--- config.mk ---
export PLATFORM = sky130hd
export DESIGN_NAME = trace_line_arbiter
export DESIGN_NICKNAME = d
export VERILOG_FILES = /design/src/rtl/trace_line_arbiter.sv
export SDC_FILE = /design/constraint.sdc
export NUM_CORES = 1
export LEC_CHECK = 0
export CAP_MARGIN = 20
export CORE_ASPECT_RATIO = 0.5
export CORE_UTILIZATION = 50
export CTS_BUF_LIST = sky130_fd_sc_hd__clkbuf_4
export DETAILED_ROUTE_END_ITERATION = 10
export GPL_TIMING_DRIVEN = 0
export MAX_ROUTING_LAYER = met4
export PLACE_DENSITY = 0.82
export SETUP_SLACK_MARGIN = 0.3
export SLEW_MARGIN = 10
export SYNTH_ARGS = -nofsm -noshare
export SYNTH_HDL_FRONTEND = slang
export SYNTH_SLANG_ARGS = --single-unit
export TNS_END_PERCENT = 30
--- constraint.sdc ---
create_clock -name clk -period 2.6 [get_ports clk]
set_input_delay 0.26 -clock clk [delete_from_list [all_inputs] [get_ports clk]]
set_output_delay 0.26 -clock clk [all_outputs]
set_load 0.1 [all_outputs]
--- src/rtl/trace_line_arbiter.sv ---
`default_nettype none
// trace_line_arbiter: line-atomic round-robin merge of four trace-character streams.
// Rev 1.0 - initial release.
module trace_line_arbiter #(
  parameter int TIMEOUT  = 16,
  parameter int MAX_LINE = 64
) (
  input  logic        clk,
  input  logic        reset,
  input  logic [3:0]  req_valid,
  input  logic [31:0] req_char,
  output logic [3:0]  req_ready,
  output logic        out_valid,
  output logic [7:0]  out_char,
  output logic [1:0]  out_src,
  output logic        line_done,
  output logic        abort
);

  localparam logic [7:0] C_HASH     = 8'h23;
  localparam logic [7:0] C_LF       = 8'h0A;
  localparam logic [7:0] C_TIMEOUT  = 8'(TIMEOUT);
  localparam logic [7:0] C_MAX_LINE = 8'(MAX_LINE);

  typedef enum logic [1:0] {
    IDLE  = 2'd0,
    PASS  = 2'd1,
    ABORT = 2'd2
  } state_t;

  state_t     state;
  logic [1:0] grant;
  logic [1:0] last_grant;
  logic [7:0] len_cnt;
  logic [7:0] idle_cnt;

  logic [1:0] winner;
  logic [1:0] cand;
  logic       found;
  logic [7:0] cur_char;
  logic       xfer;
  logic [7:0] len_inc;
  logic [7:0] idle_inc;

  // Round-robin search starting just after the previous owner.
  always_comb begin
    winner = last_grant + 2'd1;
    cand   = last_grant;
    found  = 1'b0;
    for (int k = 0; k < 4; k++) begin
      cand = cand + 2'd1;
      if (!found && req_valid[cand]) begin
        winner = cand;
        found  = 1'b1;
      end
    end
  end

  assign cur_char = req_char[{grant, 3'b000} +: 8];
  assign xfer     = (state == PASS) && req_valid[grant];
  assign len_inc  = (len_cnt  == 8'hFF) ? len_cnt  : len_cnt  + 8'd1;
  assign idle_inc = (idle_cnt == 8'hFF) ? idle_cnt : idle_cnt + 8'd1;

  always_comb begin
    req_ready = 4'b0000;
    if (state == PASS && !reset) req_ready[grant] = 1'b1;
  end

  always_ff @(posedge clk) begin
    if (reset) begin
      state      <= IDLE;
      grant      <= 2'd0;
      last_grant <= 2'd3;
      len_cnt    <= 8'd0;
      idle_cnt   <= 8'd0;
      out_valid  <= 1'b0;
      out_char   <= 8'h00;
      out_src    <= 2'd0;
      line_done  <= 1'b0;
      abort      <= 1'b0;
    end else begin
      out_valid <= 1'b0;
      line_done <= 1'b0;
      abort     <= 1'b0;
      case (state)
        IDLE: begin
          if (|req_valid) begin
            grant    <= winner;
            len_cnt  <= 8'd0;
            idle_cnt <= 8'd0;
            state    <= PASS;
          end
        end
        PASS: begin
          if (xfer) begin
            out_valid <= 1'b1;
            out_char  <= cur_char;
            out_src   <= grant;
            len_cnt   <= len_inc;
            idle_cnt  <= 8'd0;
            if (cur_char == C_HASH) begin
              line_done  <= 1'b1;
              last_grant <= grant;
              state      <= IDLE;
            end else if (len_inc == C_MAX_LINE) begin
              state <= ABORT;
            end
          end else begin
            idle_cnt <= idle_inc;
            if (idle_inc >= C_TIMEOUT) state <= ABORT;
          end
        end
        ABORT: begin
          // Newline flushes whatever partial line the checker is holding.
          out_valid  <= 1'b1;
          out_char   <= C_LF;
          out_src    <= grant;
          abort      <= 1'b1;
          last_grant <= grant;
          state      <= IDLE;
        end
        default: state <= IDLE;
      endcase
    end
  end

endmodule
`default_nettype wire
==> impl_results.md <==
* DP HPWL at 4.02 mm
* Power per standard cell area at 805 nW/µm²
* Fin. max-slew vios at 0
* DP Worst Slack at -0.368 ns
* CTS clk-pin slew, worst paths at 0.11 ns
* Largest net degree at the start of global routing at 12
* WS Path Type: reg2out
* Type of origin of the critical path: flop
* Number of synthesized flops with an enable pin at 0
* CP endpoint kind: output port
* # placed instances at 351
* Layout cells sized above 1 at 0.128
* CTS tree: yes
* Status: finished clean
* Core Area at 3960 µm²
* Skew-Pair Late Insertion Delay at 0.35 ns
* Port bufs at 54
* Starting Density at 0.528
* Root buffer cell: clkbuf_4
* Area Growth Syn to Fin at 32.0%
* Final RePlAce weighted congestion at 0.877
* Synth Warn # at 0
* Ys async rst share at 0
* Syn_nets at 286
* Post-synth top area cell: dfxtp_1
* Final setup violating endpoints at 0
* Num CTS Buffers at 5
* DRC viols at 0
* Die W at approximately 94 µm
* Routed WL per cell at 14.5 µm
* Mapped Cells at 243
* First-pass GRT wire length at 7.93 mm
* Chip Height at 47.8 µm
* Synth unique cells at 51
* Slew @ Worst Pin at 0.992 ns
* Inserted Diodes at 0
* Post-route ant nets at 0
* Max_slew headroom at 0.337
* #FFs+latches synth at 35
* Max Root-Sink Buffers at 2
* Clock sink count at 35
* Hold_sp: out_char[1]
* Total number of vias at 2100
* Final Hold Fails at 0
* Syn_area_per_cell at between 8 and 9 µm²
* Number of global-route vias before repair at 1784
* PostCTS Resize Cnt at 19
* Fin cells at roughly 360
* Max-cap violations at 0
* Initial antenna violation count at 0
* Leak at between 1 and 1.5 nW
* Vias/cell at just under 6
* Syn Std Cell Area at 2090 µm²
* Drt pass-1 iters at 4
* Number of H-tree levels at 2
* Postcts setup bufs at 0
* RSZ-0062 raised after global routing: yes
* Post-synth top cells: dfxtp_1 (35), nor2_1 (26), a21oi_1 (22)
* Yosys top cell area share at 0.335
* Largest cells by area after synthesis: dfxtp_1 (33%), mux4_2 (9.7%), a21oi_1 (5.3%)
* Achievable Freq at 445 MHz
* Sequential share of the synthesized area at 0.335
* Final #Nets at 347
* Final Core Density at 0.698
* Fraction of the cycle the final worst path needs at 0.864
* Final Critical Period at around 2.2 ns
* Drt total wl at 5.22 mm
* All-Layer GR Usage at 0.246
* Ys flop type: dfxtp_1
* CP Data Required Time at 2.34 ns
* Hold-fix buffers, CTS at 0
* CP arrival at 1.99 ns
* Final worst slack at between 0.3 and 0.4 ns
* Critical R2R Launch: grant[1]
* Clock Skew at 0.0118 ns
* DRC marker count from the first detailed-route iteration at 98
* Most common cell in the netlist: dfxtp_1
* Worst hold path type: reg2reg
* Rows at 16
* Hold slack at approximately 0.48 ns
* I/O pin count at 55
* Die area at 4470 µm²
* Grt total ovfl at 0
* Peak supply drop at 0.551 mV
* Crit path from: state[1]
* Worst Path Max Fanout at 5
state kept, by name, summed over array words and instances (netlist names):
signal	flops
out_char	8
idle_cnt	8
line_done	1
out_valid	1
len_cnt	8
abort	1
state	2
grant	2
out_src	2
last_grant	2
critical path, cell delays in order, from the launching register on:
cell and delay, ns:
dfxtp_1 0.34, inv_1 0.10, ha_1 0.27, inv_1 0.20, nor2_2 0.23, nand2_1 0.08
nor2_1 0.09, clkbuf_4 0.33
placed cells by master (no fill, tap or decap), drive strengths merged, types with 5 or more instances in the layout:
cell type,netlist,routed
clkdlybuf4s50,0,50
dfxtp,35,35
nor2,28,28
a21oi,23,23
nand2,19,19
clkbuf,7,13
inv,11,11
nor3,11,11
mux4,9,9
a22oi,9,9
buf,6,9
nand3,8,8
o21ai,8,8
and2,7,7
mux2i,6,6
a31oi,6,6
ha,5,5
report_power, final:
group / switching, mW / total (mW) / internal (mW)
logic: 0.796 / 1.24 / 0.446
clock network: 0.193 / 0.294 / 0.101
registers: 0.0667 / 0.689 / 0.622
total: 1.06 / 2.22 / 1.17
final timing paths:
| check | to | slack [ns] | depth (start not counted) |
|---|---|---|---|
| max reg2reg | len_cnt[1] | 0.36 | 7 |
| min | out_char[1] | 0.48 | 2 |
| min reg2reg | out_char[1] | 0.48 | 2 |
| max | req_ready[2] | 0.35 | 7 |
metal layers:
metal  GRT usage  wire, µm
met5           -         0
met1       0.301      2270
met4      0.0646        63
met3      0.0714       393
met2       0.410      2490
logic make-up after synthesis:
kind of cell    after synthesis  synth area share
buf+inv                      24            0.0520
compound gates               67             0.210
simple gates                 94             0.235
xor+xnor                      3            0.0125
mux                          15             0.125
flops                        35             0.335
fa+ha+maj                     5            0.0299
stage by stage:
step	area (µm²)	power, mW	TNS [ns]
after floorplan	2120	1.65	-0.0978
after global placement	2720	1.90	-0.701
after detailed placement	2720	1.94	-0.890
after CTS	2770	2.23	0
after global routing	2770	2.33	0
final	2770	2.22	0
layout make-up:
cell class                 count  area, µm²
clock buffer                   5       37.5
timing repair buffer          54        526
buffer                        13       68.8
inverter                      11       41.3
sequential                    35        701
tap                           54       67.6
clock inverter                 3       15.0
fill                         333       1200
multi-input combinational    184       1310
No activity file was read; power rests on OpenSTA's default activity.
==> edit (same flow settings) <==
The 3 states of `state_t` get a one-hot encoding in 3 bits.
--- a/src/rtl/trace_line_arbiter.sv
+++ b/src/rtl/trace_line_arbiter.sv
@@ -23,8 +23,8 @@
   localparam logic [7:0] C_MAX_LINE = 8'(MAX_LINE);
 
-  typedef enum logic [1:0] {
-    IDLE  = 2'd0,
-    PASS  = 2'd1,
-    ABORT = 2'd2
+  typedef enum logic [2:0] {
+    IDLE  = 3'b001,
+    PASS  = 3'b010,
+    ABORT = 3'b100
   } state_t;
 
Function: same outputs for any inputs over 10 cycles, from zero or initial values and one cycle with reset high; not proved beyond that.
==> edit against the original RTL <==
- power shrank 24%
- sequential share of layout area down 0.16 points
- via count grew 4.5%
- wire length is 3.7% higher
- worst setup slack better by 0.0070 ns
- synthesized cell count rose by 4.1%
- die area up 4.3%
- design area grew 3.5%
- sequential cell count rose by 1
- sequential power shrank 6.7%
- clock skew decreased by 0.00073 ns
- synthesized area increased by 4.4%
- largest power group unchanged
==> edit: results (changes against the original RTL) <==
Outcome
  – Run status: completed (unchanged)

Power and ir drop
  – Switching Share: 0.395 (was 0.475)
  – Clock network power consumption: 280 uW (was 294 uW)
  – Net switching component of the power: 667 uW (was 1060 uW)
  – Leakage power total: 0.00100 uW (was 0.00102 uW)
  – Power attributed to sequential cells: 643 uW (was 689 uW)

Layout
  – Ratio of cells with drive above 1 in the final layout: 0.108 (was 0.128)
  – Final #Nets: 354 (was 347)
  – Final std cells w/o fill: 368 (was 359)

Worst setup path
  – Worst Path Max Fanout: 10 (was 5)
  – Worst EP arrival: 2.47 ns (was 1.99 ns)
  – Highest cell delay on the worst timing path: 0.55 ns (was 0.34 ns)
  – R2r setup slk: 0.36 ns (about the same)
  – Standard cell with the maximum stage delay on the critical path: sky130_fd_sc_hd__mux4_2 (was sky130_fd_sc_hd__dfxtp_1)

Synthesis
  – Synth cell types: 56 (was 51)
  – Ranking of synthesized cells by area: sky130_fd_sc_hd__dfxtp_1 33%, sky130_fd_sc_hd__mux4_1 7.2%, sky130_fd_sc_hd__a21oi_1 6.9%, sky130_fd_sc_hd__nand2_1 4.5%, sky130_fd_sc_hd__nor2_1 3.6% (was sky130_fd_sc_hd__dfxtp_1 33%, sky130_fd_sc_hd__mux4_2 9.7%, sky130_fd_sc_hd__a21oi_1 5.3%, sky130_fd_sc_hd__nor2_1 4.7%, sky130_fd_sc_hd__a22oi_1 3.2%)
  – Mean post-synth cell area: 8.64 sq um (was 8.62 sq um)
  – Fraction of the yosys area taken by sequential cells: 0.330 (was 0.335)
  – Most numerous cell types in the synthesized netlist: 36 x sky130_fd_sc_hd__dfxtp_1, 30 x sky130_fd_sc_hd__a21oi_1, 26 x sky130_fd_sc_hd__nand2_1 (was 35 x sky130_fd_sc_hd__dfxtp_1, 26 x sky130_fd_sc_hd__nor2_1, 22 x sky130_fd_sc_hd__a21oi_1)

Global route
  – Maximum number of pins on one net before global-route repair: 11 (was 12)
  – Global-route usage over all layers: 0.262 (was 0.246)
  – Global-route wire length before repair: 9.16 mm (was 7.93 mm)
  – Via count of the first global-routing pass: 2,041 (was 1,784)

Placement
  – Placement-stage cell area: 0.00280 sq mm (was 0.00272 sq mm)
  – Number of placed instances with taps included: 361 (was 351)
  – Final RePlAce weighted congestion: 0.911 (was 0.877)

Drt
  – Initial DRC Count: 79 (was 98)
  – Per-cell via count in the routed design: 5.96 (was 5.85)

Timing
  – Ratio of final minimum period to clock period: 0.862 (was 0.864)
  – Worst hold slack: 0.459 ns (was 0.478 ns)
  – Worst-Margin Slew: 0.988 ns (was 0.992 ns)
## edit: changes by cell type after synthesis, moves of 4 or more
cell                      before  now
sky130_fd_sc_hd__a21oi_1      22   30
sky130_fd_sc_hd__a22oi_1       9    2
sky130_fd_sc_hd__inv_1        11    5
sky130_fd_sc_hd__mux4_1        0    6
sky130_fd_sc_hd__mux4_2        9    3
sky130_fd_sc_hd__nand2_1      18   26
sky130_fd_sc_hd__nor2_1       26   21
sky130_fd_sc_hd__nor3b_1       1    5
## edit: repair_timing
item	in CTS	in global routing
resized for setup	18	15
setup endpoints to repair	7	17
pin swaps	0	0
setup buffers	0	0
## edit: cell type report
cell class / count / area (sq um) / share of cell area
repair buffers: 54 / 531 / 0.185
clock buffers: 5 / 37.5 / 0.0131
plain buffers: 16 / 92.6 / 0.0323
well taps: 54 / 67.6 / 0.0236
inverters: 5 / 18.8 / 0.00656
multi-input cells: 196 / 1390 / 0.485
clock inverters: 2 / 7.51 / 0.00262
flip-flops and latches: 36 / 721 / 0.252
## edit: final timing paths
| path | from | depth (start not counted) | endpoint |
|---|---|---|---|
| max | grant[0] | 7 | last_grant[1] |
| max reg2reg | grant[0] | 7 | last_grant[1] |
| min | out_char[2] | 2 | out_char[2] |
| min reg2reg | out_char[2] | 2 | out_char[2] |
## edit: logic make-up (layout without fill, tap and decap cells)
logic type               Yosys count  after routing  share of synthesized area
buffers and inverters             21             82                     0.0503
AND/OR/NAND/NOR                  102            102                      0.245
flip-flops                        36             36                      0.330
adder cells (fa/ha/maj)            2              2                     0.0114
multiplexers                      16             16                      0.135
AO/OA/AOI/OAI                     73             73                      0.216
XOR/XNOR                           3              3                     0.0120
## edit: metal layers
metal,GRT usage,share of wire
met4,0.0697,0.0081
met1,0.341,0.45
met2,0.418,0.48
met3,0.0535,0.060
met5,-,0
